===== config.mk =====
export PLATFORM = sky130hd
export DESIGN_NAME = fetch_sequencer_flat
export DESIGN_NICKNAME = d
export VERILOG_FILES = /design/src/rtl/fetch_sequencer_if.sv /design/src/rtl/fetch_sequencer.sv /design/src/flat_wrapper.sv
export SDC_FILE = /design/constraint.sdc
export NUM_CORES = 1
export LEC_CHECK = 0
export ABC_CLOCK_PERIOD_IN_PS = 5800
export CORE_MARGIN = 2
export CORE_UTILIZATION = 25
export DETAILED_ROUTE_END_ITERATION = 10
export GPL_TIMING_DRIVEN = 0
export PLACE_DENSITY = 0.55
export REMOVE_ABC_BUFFERS = 1
export SYNTH_ARGS = -nofsm -noshare
export SYNTH_HDL_FRONTEND = slang
export SYNTH_SLANG_ARGS = --single-unit

===== constraint.sdc =====
create_clock -name clk -period 5.8 [get_ports clk]
set_input_delay 0.58 -clock clk [delete_from_list [all_inputs] [get_ports clk]]
set_output_delay 0.58 -clock clk [all_outputs]
set_load 0.05 [all_outputs]

===== src/rtl/fetch_sequencer_if.sv =====
// Fetch-side bus bundle for fetch_sequencer: the instruction memory
// req/ack channel and the syscall service req/ack channel.
// The master modport is the sequencer; the slave modport is the
// memory / syscall service side.
interface fetch_sequencer_if;
  logic        imem_req;
  logic [31:0] imem_addr;
  logic        imem_ack;
  logic [31:0] imem_rdata;
  logic        sys_req;
  logic [31:0] sys_code;
  logic        sys_ack;

  modport master (
    output imem_req, imem_addr, sys_req, sys_code,
    input  imem_ack, imem_rdata, sys_ack
  );

  modport slave (
    input  imem_req, imem_addr, sys_req, sys_code,
    output imem_ack, imem_rdata, sys_ack
  );
endinterface


===== src/rtl/fetch_sequencer.sv =====
// fetch_sequencer: PC / fetch stage in front of the decode control unit.
// Holds the PC, fetches one word per instruction over a req/ack handshake,
// offers it to the datapath for a single execute slot, then computes the
// next PC from the decode outputs (JR > Jump/JAL > PCSrc > pc+4).
// A syscall stalls the core until the service block acknowledges; the exit
// syscall halts it until the next reset.
// Optional feature macro: FETCH_PERF_CNT_EN adds instr_count/stall_count.
module fetch_sequencer #(
  parameter logic [31:0] RESET_PC  = 32'h0040_0000,
  parameter logic [31:0] EXIT_CODE = 32'd10
) (
  input  logic              clk,
  input  logic              rst_n,
  fetch_sequencer_if.master bus,
  output logic [31:0]       instr,
  output logic              instr_valid,
  output logic [31:0]       pc,
  output logic [31:0]       pc_plus4,
  input  logic              PCSrc,
  input  logic              Jump,
  input  logic              JAL,
  input  logic              JR,
  input  logic              syscall,
  input  logic [31:0]       jr_target,
  input  logic [31:0]       v0,
  output logic              halted
`ifdef FETCH_PERF_CNT_EN
  ,
  output logic [31:0]       instr_count,
  output logic [31:0]       stall_count
`endif
);

  typedef enum logic [1:0] {
    FETCH = 2'd0,
    EXEC  = 2'd1,
    SYS   = 2'd2,
    HALT  = 2'd3
  } state_t;

  state_t      state_q, state_d;
  logic [31:0] pc_q, pc_d;
  logic [31:0] instr_q, instr_d;
  logic [31:0] sys_code_q, sys_code_d;
  logic [31:0] next_pc;
  logic [31:0] jr_aligned;
  logic [31:0] branch_offset;

  assign pc_plus4      = pc_q + 32'd4;
  assign jr_aligned    = jr_target & ~32'h0000_0003;
  assign branch_offset = {{14{instr_q[15]}}, instr_q[15:0], 2'b00};

  // Next PC for a non-syscall instruction; wraps modulo 2^32 naturally.
  always_comb begin
    next_pc = pc_plus4;
    if (JR) begin
      next_pc = jr_aligned;
    end else if (Jump || JAL) begin
      next_pc = {pc_plus4[31:28], instr_q[25:0], 2'b00};
    end else if (PCSrc) begin
      next_pc = pc_plus4 + branch_offset;
    end
  end

  // State transitions and the datapath registers they update.
  always_comb begin
    state_d    = state_q;
    pc_d       = pc_q;
    instr_d    = instr_q;
    sys_code_d = sys_code_q;
    unique case (state_q)
      FETCH: begin
        if (bus.imem_ack) begin
          instr_d = bus.imem_rdata;
          state_d = EXEC;
        end
      end
      EXEC: begin
        if (syscall) begin
          sys_code_d = v0;
          state_d    = (v0 == EXIT_CODE) ? HALT : SYS;
        end else begin
          pc_d    = next_pc;
          state_d = FETCH;
        end
      end
      SYS: begin
        if (bus.sys_ack) begin
          pc_d    = pc_plus4;
          state_d = FETCH;
        end
      end
      HALT: begin
        state_d = HALT;
      end
      default: begin
        state_d = FETCH;
      end
    endcase
  end

  // State and datapath registers; reset abandons any in-flight handshake.
  always_ff @(posedge clk) begin
    if (!rst_n) begin
      state_q    <= FETCH;
      pc_q       <= RESET_PC;
      instr_q    <= 32'd0;
      sys_code_q <= 32'd0;
    end else begin
      state_q    <= state_d;
      pc_q       <= pc_d;
      instr_q    <= instr_d;
      sys_code_q <= sys_code_d;
    end
  end

`ifdef FETCH_PERF_CNT_EN
  logic [31:0] instr_count_q;
  logic [31:0] stall_count_q;

  // Retired-slot and stall counters, free-running and wrapping.
  always_ff @(posedge clk) begin
    if (!rst_n) begin
      instr_count_q <= 32'd0;
      stall_count_q <= 32'd0;
    end else begin
      if (state_q == EXEC) begin
        instr_count_q <= instr_count_q + 32'd1;
      end
      if ((state_q == FETCH && !bus.imem_ack) || state_q == SYS) begin
        stall_count_q <= stall_count_q + 32'd1;
      end
    end
  end

  assign instr_count = instr_count_q;
  assign stall_count = stall_count_q;
`endif

  assign bus.imem_req  = (state_q == FETCH) && rst_n;
  assign bus.imem_addr = pc_q;
  assign bus.sys_req   = (state_q == SYS);
  assign bus.sys_code  = sys_code_q;
  assign instr         = instr_q;
  assign instr_valid   = (state_q == EXEC);
  assign pc            = pc_q;
  assign halted        = (state_q == HALT);

endmodule


===== src/flat_wrapper.sv =====
// flat-port wrapper written by rule: the top's interface ports become plain ports
module fetch_sequencer_flat 
#(
  parameter logic [31:0] RESET_PC  = 32'h0040_0000,
  parameter logic [31:0] EXIT_CODE = 32'd10
)
  (clk, rst_n, instr, instr_valid, pc, pc_plus4, PCSrc, Jump, JAL, JR, syscall, jr_target, v0, halted, bus_imem_req, bus_imem_addr, bus_sys_req, bus_sys_code, bus_imem_ack, bus_imem_rdata, bus_sys_ack);
  fetch_sequencer_if bus_i ();
  input  logic clk;
  input  logic rst_n;
  output logic [31:0] instr;
  output logic instr_valid;
  output logic [31:0] pc;
  output logic [31:0] pc_plus4;
  input  logic PCSrc;
  input  logic Jump;
  input  logic JAL;
  input  logic JR;
  input  logic syscall;
  input  logic [31:0] jr_target;
  input  logic [31:0] v0;
  output logic halted;
  output wire logic [$bits(bus_i.imem_req)-1:0] bus_imem_req;
  output wire logic [$bits(bus_i.imem_addr)-1:0] bus_imem_addr;
  output wire logic [$bits(bus_i.sys_req)-1:0] bus_sys_req;
  output wire logic [$bits(bus_i.sys_code)-1:0] bus_sys_code;
  input wire logic [$bits(bus_i.imem_ack)-1:0] bus_imem_ack;
  input wire logic [$bits(bus_i.imem_rdata)-1:0] bus_imem_rdata;
  input wire logic [$bits(bus_i.sys_ack)-1:0] bus_sys_ack;
  assign bus_imem_req = bus_i.imem_req;
  assign bus_imem_addr = bus_i.imem_addr;
  assign bus_sys_req = bus_i.sys_req;
  assign bus_sys_code = bus_i.sys_code;
  assign bus_i.imem_ack = bus_imem_ack;
  assign bus_i.imem_rdata = bus_imem_rdata;
  assign bus_i.sys_ack = bus_sys_ack;
  fetch_sequencer #(.RESET_PC(RESET_PC), .EXIT_CODE(EXIT_CODE)) u_core (.clk(clk), .rst_n(rst_n), .bus(bus_i), .instr(instr), .instr_valid(instr_valid), .pc(pc), .pc_plus4(pc_plus4), .PCSrc(PCSrc), .Jump(Jump), .JAL(JAL), .JR(JR), .syscall(syscall), .jr_target(jr_target), .v0(v0), .halted(halted));
endmodule

# --- Word level (Yosys, flattened, before mapping) ---
# Cells that the tools add are included.
op_classes:
  n_addsub: 2
  n_eq_ne: 7
  n_mux: 11
  n_reduce_logical: 8
op_table:
  columns: ["cell", "n"]
  rows:
  - ["32-bit 2-to-1 mux", 5]
  - ["32-bit one-hot mux with 2 select lines", 1]
  - ["32-bit by 3-bit adder with 32-bit output (second input constant)", 1]
  - ["32-bit adder", 1]
  - ["32-bit by 4-bit equality test with 1-bit output (second input constant)", 1]
  - ["2-bit one-hot mux with 4 select lines", 1]
  - ["2-bit 2-to-1 mux", 3]
  - ["2-bit AND reduction", 3]
  - ["2-bit equality test (second input constant)", 2]
  - ["2-bit != test (second input constant)", 2]
  - ["3-bit AND reduction", 1]
  - ["2-bit by 1-bit equality test with 1-bit output (second input constant)", 1]
  - ["2-bit zero test", 1]
  - ["2-bit by 1-bit != test with 1-bit output (second input constant)", 1]
  - ["2-bit nonzero test", 1]
  - ["1-bit logical AND", 1]
  - ["1-bit logical OR", 1]
  - ["1-bit 2-to-1 mux", 1]
word_totals:
  ff_bits: 98
  input_bits: 105
  output_inout_bits: 164
  elab_cells: 32

# --- Longest topological paths before layout ---
depth:
  word_depth: 7
  ltp_mapped: 19
  ltp_nobuf: 18

# --- Worst setup path after synthesis ---
# No wires, ideal clock.
synth_path:
  path_kind: "register to register"
  start: "register u_core.pc_q[3], in the netlist u_core.bus.imem_addr[3]"
  end: "register u_core.pc_q[31], in the netlist u_core.bus.imem_addr[31]"
  t_arrival_ns: 5.001
  required_ns: 5.715
  slack_ns: 0.714
  path_stages_with_launch: 20
  path_buffers: 1
  synth_period_minus_slack_ns: 5.086
  path_cell_list: "dfxtp_1 > ha_1 > nand3_1 > nor2_1 > nand4_1 > nor2_1 > nand2_1 > xnor2_1 > ha_1 > clkbuf_1 > nand2_1 > nor3_1 > a221oi_1 > o21ai_2 > a311oi_2 > a21oi_2 > a31oi_4 > xnor2_1 > a21oi_1 > o31ai_2"
synth_via:
  elab_chain_cells: 7
  elab_cells_between_ends: 8
synth_rtl:
  columns: ["element", "line_no", "source"]
  rows:
  - ["start: declaration", "fetch_sequencer.sv:42", "logic [31:0] pc_q, pc_d;"]
  - ["start signal: assignment", "fetch_sequencer.sv:111", "pc_q <= pc_d;"]
  - ["32-bit by 3-bit adder with 32-bit output", "fetch_sequencer.sv:49", "assign pc_plus4 = pc_q + 32'd4;"]
  - ["net pc_plus4[24]", "flat_wrapper.sv:14", "output logic [31:0] pc_plus4;"]
  - ["32-bit adder", "fetch_sequencer.sv:61", "next_pc = pc_plus4 + branch_offset;"]
  - ["32-bit 2-to-1 mux", "fetch_sequencer.sv:60", "end else if (PCSrc) begin"]
  - ["32-bit 2-to-1 mux", "fetch_sequencer.sv:58", "end else if (Jump || JAL) begin"]
  - ["32-bit 2-to-1 mux", "fetch_sequencer.sv:56", "if (JR) begin"]
  - ["32-bit 2-to-1 mux", "fetch_sequencer.sv:79", "if (syscall) begin"]
  - ["32-bit one-hot mux with 2 select lines", "fetch_sequencer.sv:71", "unique case (state_q)"]
# The timed path passes the listed nets, and every way through them passes these cells. The select of a mux whose other input is x is not followed.
# A chain may end at the register's enable or synchronous reset.

# --- Final worst setup path ---
layout_path:
  start: "register u_core.pc_q[3], in the netlist u_core.bus.imem_addr[3]"
  end: "register u_core.pc_q[31], in the netlist u_core.bus.imem_addr[31]"
layout_via:
  elab_chain_cells: 7
  elab_cells_between_ends: 8
layout_rtl:
  columns: ["element", "line_no"]
  rows:
  - ["32-bit by 3-bit adder with 32-bit output *", "fetch_sequencer.sv:49"]
  - ["32-bit adder", "fetch_sequencer.sv:61"]
  - ["32-bit 2-to-1 mux", "fetch_sequencer.sv:60"]
  - ["32-bit 2-to-1 mux", "fetch_sequencer.sv:58"]
  - ["32-bit 2-to-1 mux", "fetch_sequencer.sv:56"]
  - ["32-bit 2-to-1 mux", "fetch_sequencer.sv:79"]
  - ["32-bit one-hot mux with 2 select lines *", "fetch_sequencer.sv:71"]
# Mark *: on every way between the ends. The rest lies on a longest branch, timed or not. The select of a mux whose other input is x is not followed.

==> out/metrics.cfg <==
[status]
status = finished clean

[global_routing]
antenna_found_initial = 1
track_usage_pct = 18.8
grt_pass1_vias = 7004
grt_pass1_wl_um = 41200
grt_overflow = 0
grt_max_degree = 63

[sta]
setup_viol = 0
period_needed_ns = 4.68
hold_ws_ns = 0.455
min_period_over_period_pct = 80.7
finClkSkew_ns = 0.00870
slew_violations = 0
rsz0062_at_grt = false
tightest_slew_ns = 1.29
relSlewSlack_pct = 14.2
fin_tns_setup_ns = 0
finalHoldViolCount = 0
fmax_mhz = 214
fin_ws_ns = 1.12

[die]
initial_utilization_pct = 25.2
rows = 60
ios = 269
chipWidth_um = 168
core_um2 = 26700
die_area_um2 = 28300
fp.dieH_um = 168

[layout]
fin_area_um2 = 9690
stdcell_count = 1467
layout-drive-gt1-share_pct = 3.91
syn_to_final_growth_pct = 43.8
finish.utilization_pct = 36.3
n_fill_cell = 2843
final_net_count = 1262

[pwr]
power.leakage_nw = 3.62
pwr-share-clk_pct = 30.2
p_per_area_nw_per_um2 = 211
switching_share_pct = 39.1
pwr-share-comb_pct = 33.6
p_switching_mw = 0.801
total_power_mw = 2.05
ir_drop_mv = 0.137
p_int_mw = 1.25
seq_power_share_pct = 36.1

[worst_setup_path]
crit_type = register to register
cp-end-kind = register
cp.required_ns = 6.05
r2r_setup_slack_ns = 1.12
worstSetupStartpointType = register
worstPathArrival_ns = 4.93
cp_max_fo = 8

[run]
drv_cap = 0

[min_path]
hold_class = register to register

[cts]
clk_pin_slew_worst_paths_ns = 0.08
cts-root-buf = clkbuf_16
cts_buffers = 9
post_cts_resized = 0
ctsHtreeMaxLevel = 3
clk_latency_ns = 0.36
tritoncts = done
hold_buffers = 0
cts_buffer_depth = 2
post-cts-setup-buffers = 0
cts.sinks = 96

[logic_synthesis]
synth_area_leaders = dfxtp_1, nand2_1, a21oi_1
avgSynthCellArea_um2 = 7.28
synthDistinctLibCells = 71
ys.flop_type = dfxtp_1
synthArstFlopShare_pct = 0
syn_inst = 925
ys_seq_area_share_pct = 28.5
ys_ff_latch = 96
synth_top_cells_by_count = nand2_1, a21oi_1, dfxtp_1
yosysTopAreaCell = dfxtp_1
synth.most_common_cell = nand2_1
synth_top_area_share_pct = 28.5
ys_warn_count = 0
synthesis.area_um2 = 6740
synth_edf_count = 0

[drt]
route.detailed.drc = 0
num_vias = 7400
antenna_left = 0
avgViaCountPerCell = 5.04
drt_iter0_markers = 454
drt_first_pass_iters = 5
routed_wl_um = 27100
routedWlPerCell_um = 18.5

[placement]
place_inst = 1448
gp_congestion = 0.847
portBuffers = 260
placed_area_um2 = 9360
dp_slack_ns = 1.15
dpl.hpwl_um = 20200

[worst paths after layout]
| check | from | endpoint | depth (start not counted) |
|---|---|---|---|
| setup reg to reg | u_core.bus.imem_addr[3] | u_core.bus.imem_addr[31] | 18 |
| hold reg to reg | u_core.instr[30] | u_core.instr[30] | 2 |
| hold / removal | u_core.instr[30] | u_core.instr[30] | 2 |
| setup / recovery | u_core.bus.imem_addr[3] | u_core.bus.imem_addr[31] | 18 |
[flip-flops by register name, summed over array words and instances (netlist names)]
name                  count
u_core.bus.imem_addr     30
u_core.bus.sys_code      32
u_core.instr             32
u_core.state_q            2
[placed cells by master, fill, tap and decap left out, types with 3 or more instances in the layout]
cell type / n
nand2_1: 195
nor3_1: 13
clkbuf_16: 9
nor2_1: 49
o21bai_1: 4
o21ai_0: 51
a211oi_1: 8
inv_1: 19
dfxtp_1: 96
and2_1: 8
o21ai_2: 4
nand4_1: 16
xor2_1: 17
a21oi_1: 128
o221ai_1: 3
a31oi_1: 4
conb_1: 6
ha_1: 36
nor4_1: 8
or3_1: 12
o21a_1: 5
o211ai_1: 10
a221oi_1: 11
inv_8: 3
a21oi_2: 3
and3_1: 4
a21o_1: 15
and4_1: 4
clkdlybuf4s50_1: 259
nand2b_1: 5
xnor2_1: 34
a22oi_1: 12
nand3_1: 17
[metal layers]
| layer | part of all wire (%) | GRT usage, % | wire length [µm] | vias up |
|---|---|---|---|---|
| met5 | 0 | 0 | 0 | - |
| met4 | 2.0 | 5.92 | 549 | 0 |
| met3 | 6.5 | 3.48 | 1760 | 33 |
| li1 | - | - | - | 3638 |
| met1 | 45 | 25.2 | 12300 | 3461 |
| met2 | 46 | 30.6 | 12500 | 268 |
[critical path, cell delays in order (launching register included)]
cell	delay (ns)
dfxtp_1	0.47
ha_1	0.29
nand3_1	0.16
nor2_1	0.33
nand4_1	0.25
nor2_1	0.26
nand2_1	0.10
xnor2_1	0.37
ha_1	0.41
a21oi_1	0.18
o21ai_0	0.10
a221oi_1	0.36
o21ai_2	0.11
a311oi_2	0.36
a21oi_2	0.14
a31oi_4	0.20
xnor2_1	0.15
and4_4	0.25
o31ai_2	0.06
[final cells by class]
cell class	count	area, µm²	area share, %
tap	341	427	4.40
sequential	96	1920	19.8
inverter	20	77.6	0.801
timing repair buffer	263	2660	27.5
multi-input combinational	730	4310	44.4
antenna	1	2.50	0.0258
clock inverter	7	68.8	0.710
clock buffer	9	225	2.32
[power groups by stage]
stage	Clock (mW)	Sequential (mW)	Combinational, mW
detailed placement	0	0.757	0.684
CTS	0.638	0.741	0.687
finish	0.619	0.740	0.689
global placement	0	0.755	0.683
floorplan	0	0.896	0.259
global route	0.661	0.747	0.734
[cell families (layout without fill, tap and decap cells)]
logic type	count (synthesis)	count (layout)	share of synthesized area (%)
flops	96	96	28.5
xor+xnor	51	51	6.63
compound gates	286	286	26.3
fa+ha+maj	37	37	6.98
simple gates	348	348	23.3
other cells	1	7	0.0557
buf+inv	104	299	7.91
mux	2	2	0.297
(Power assumes the default switching activity.)
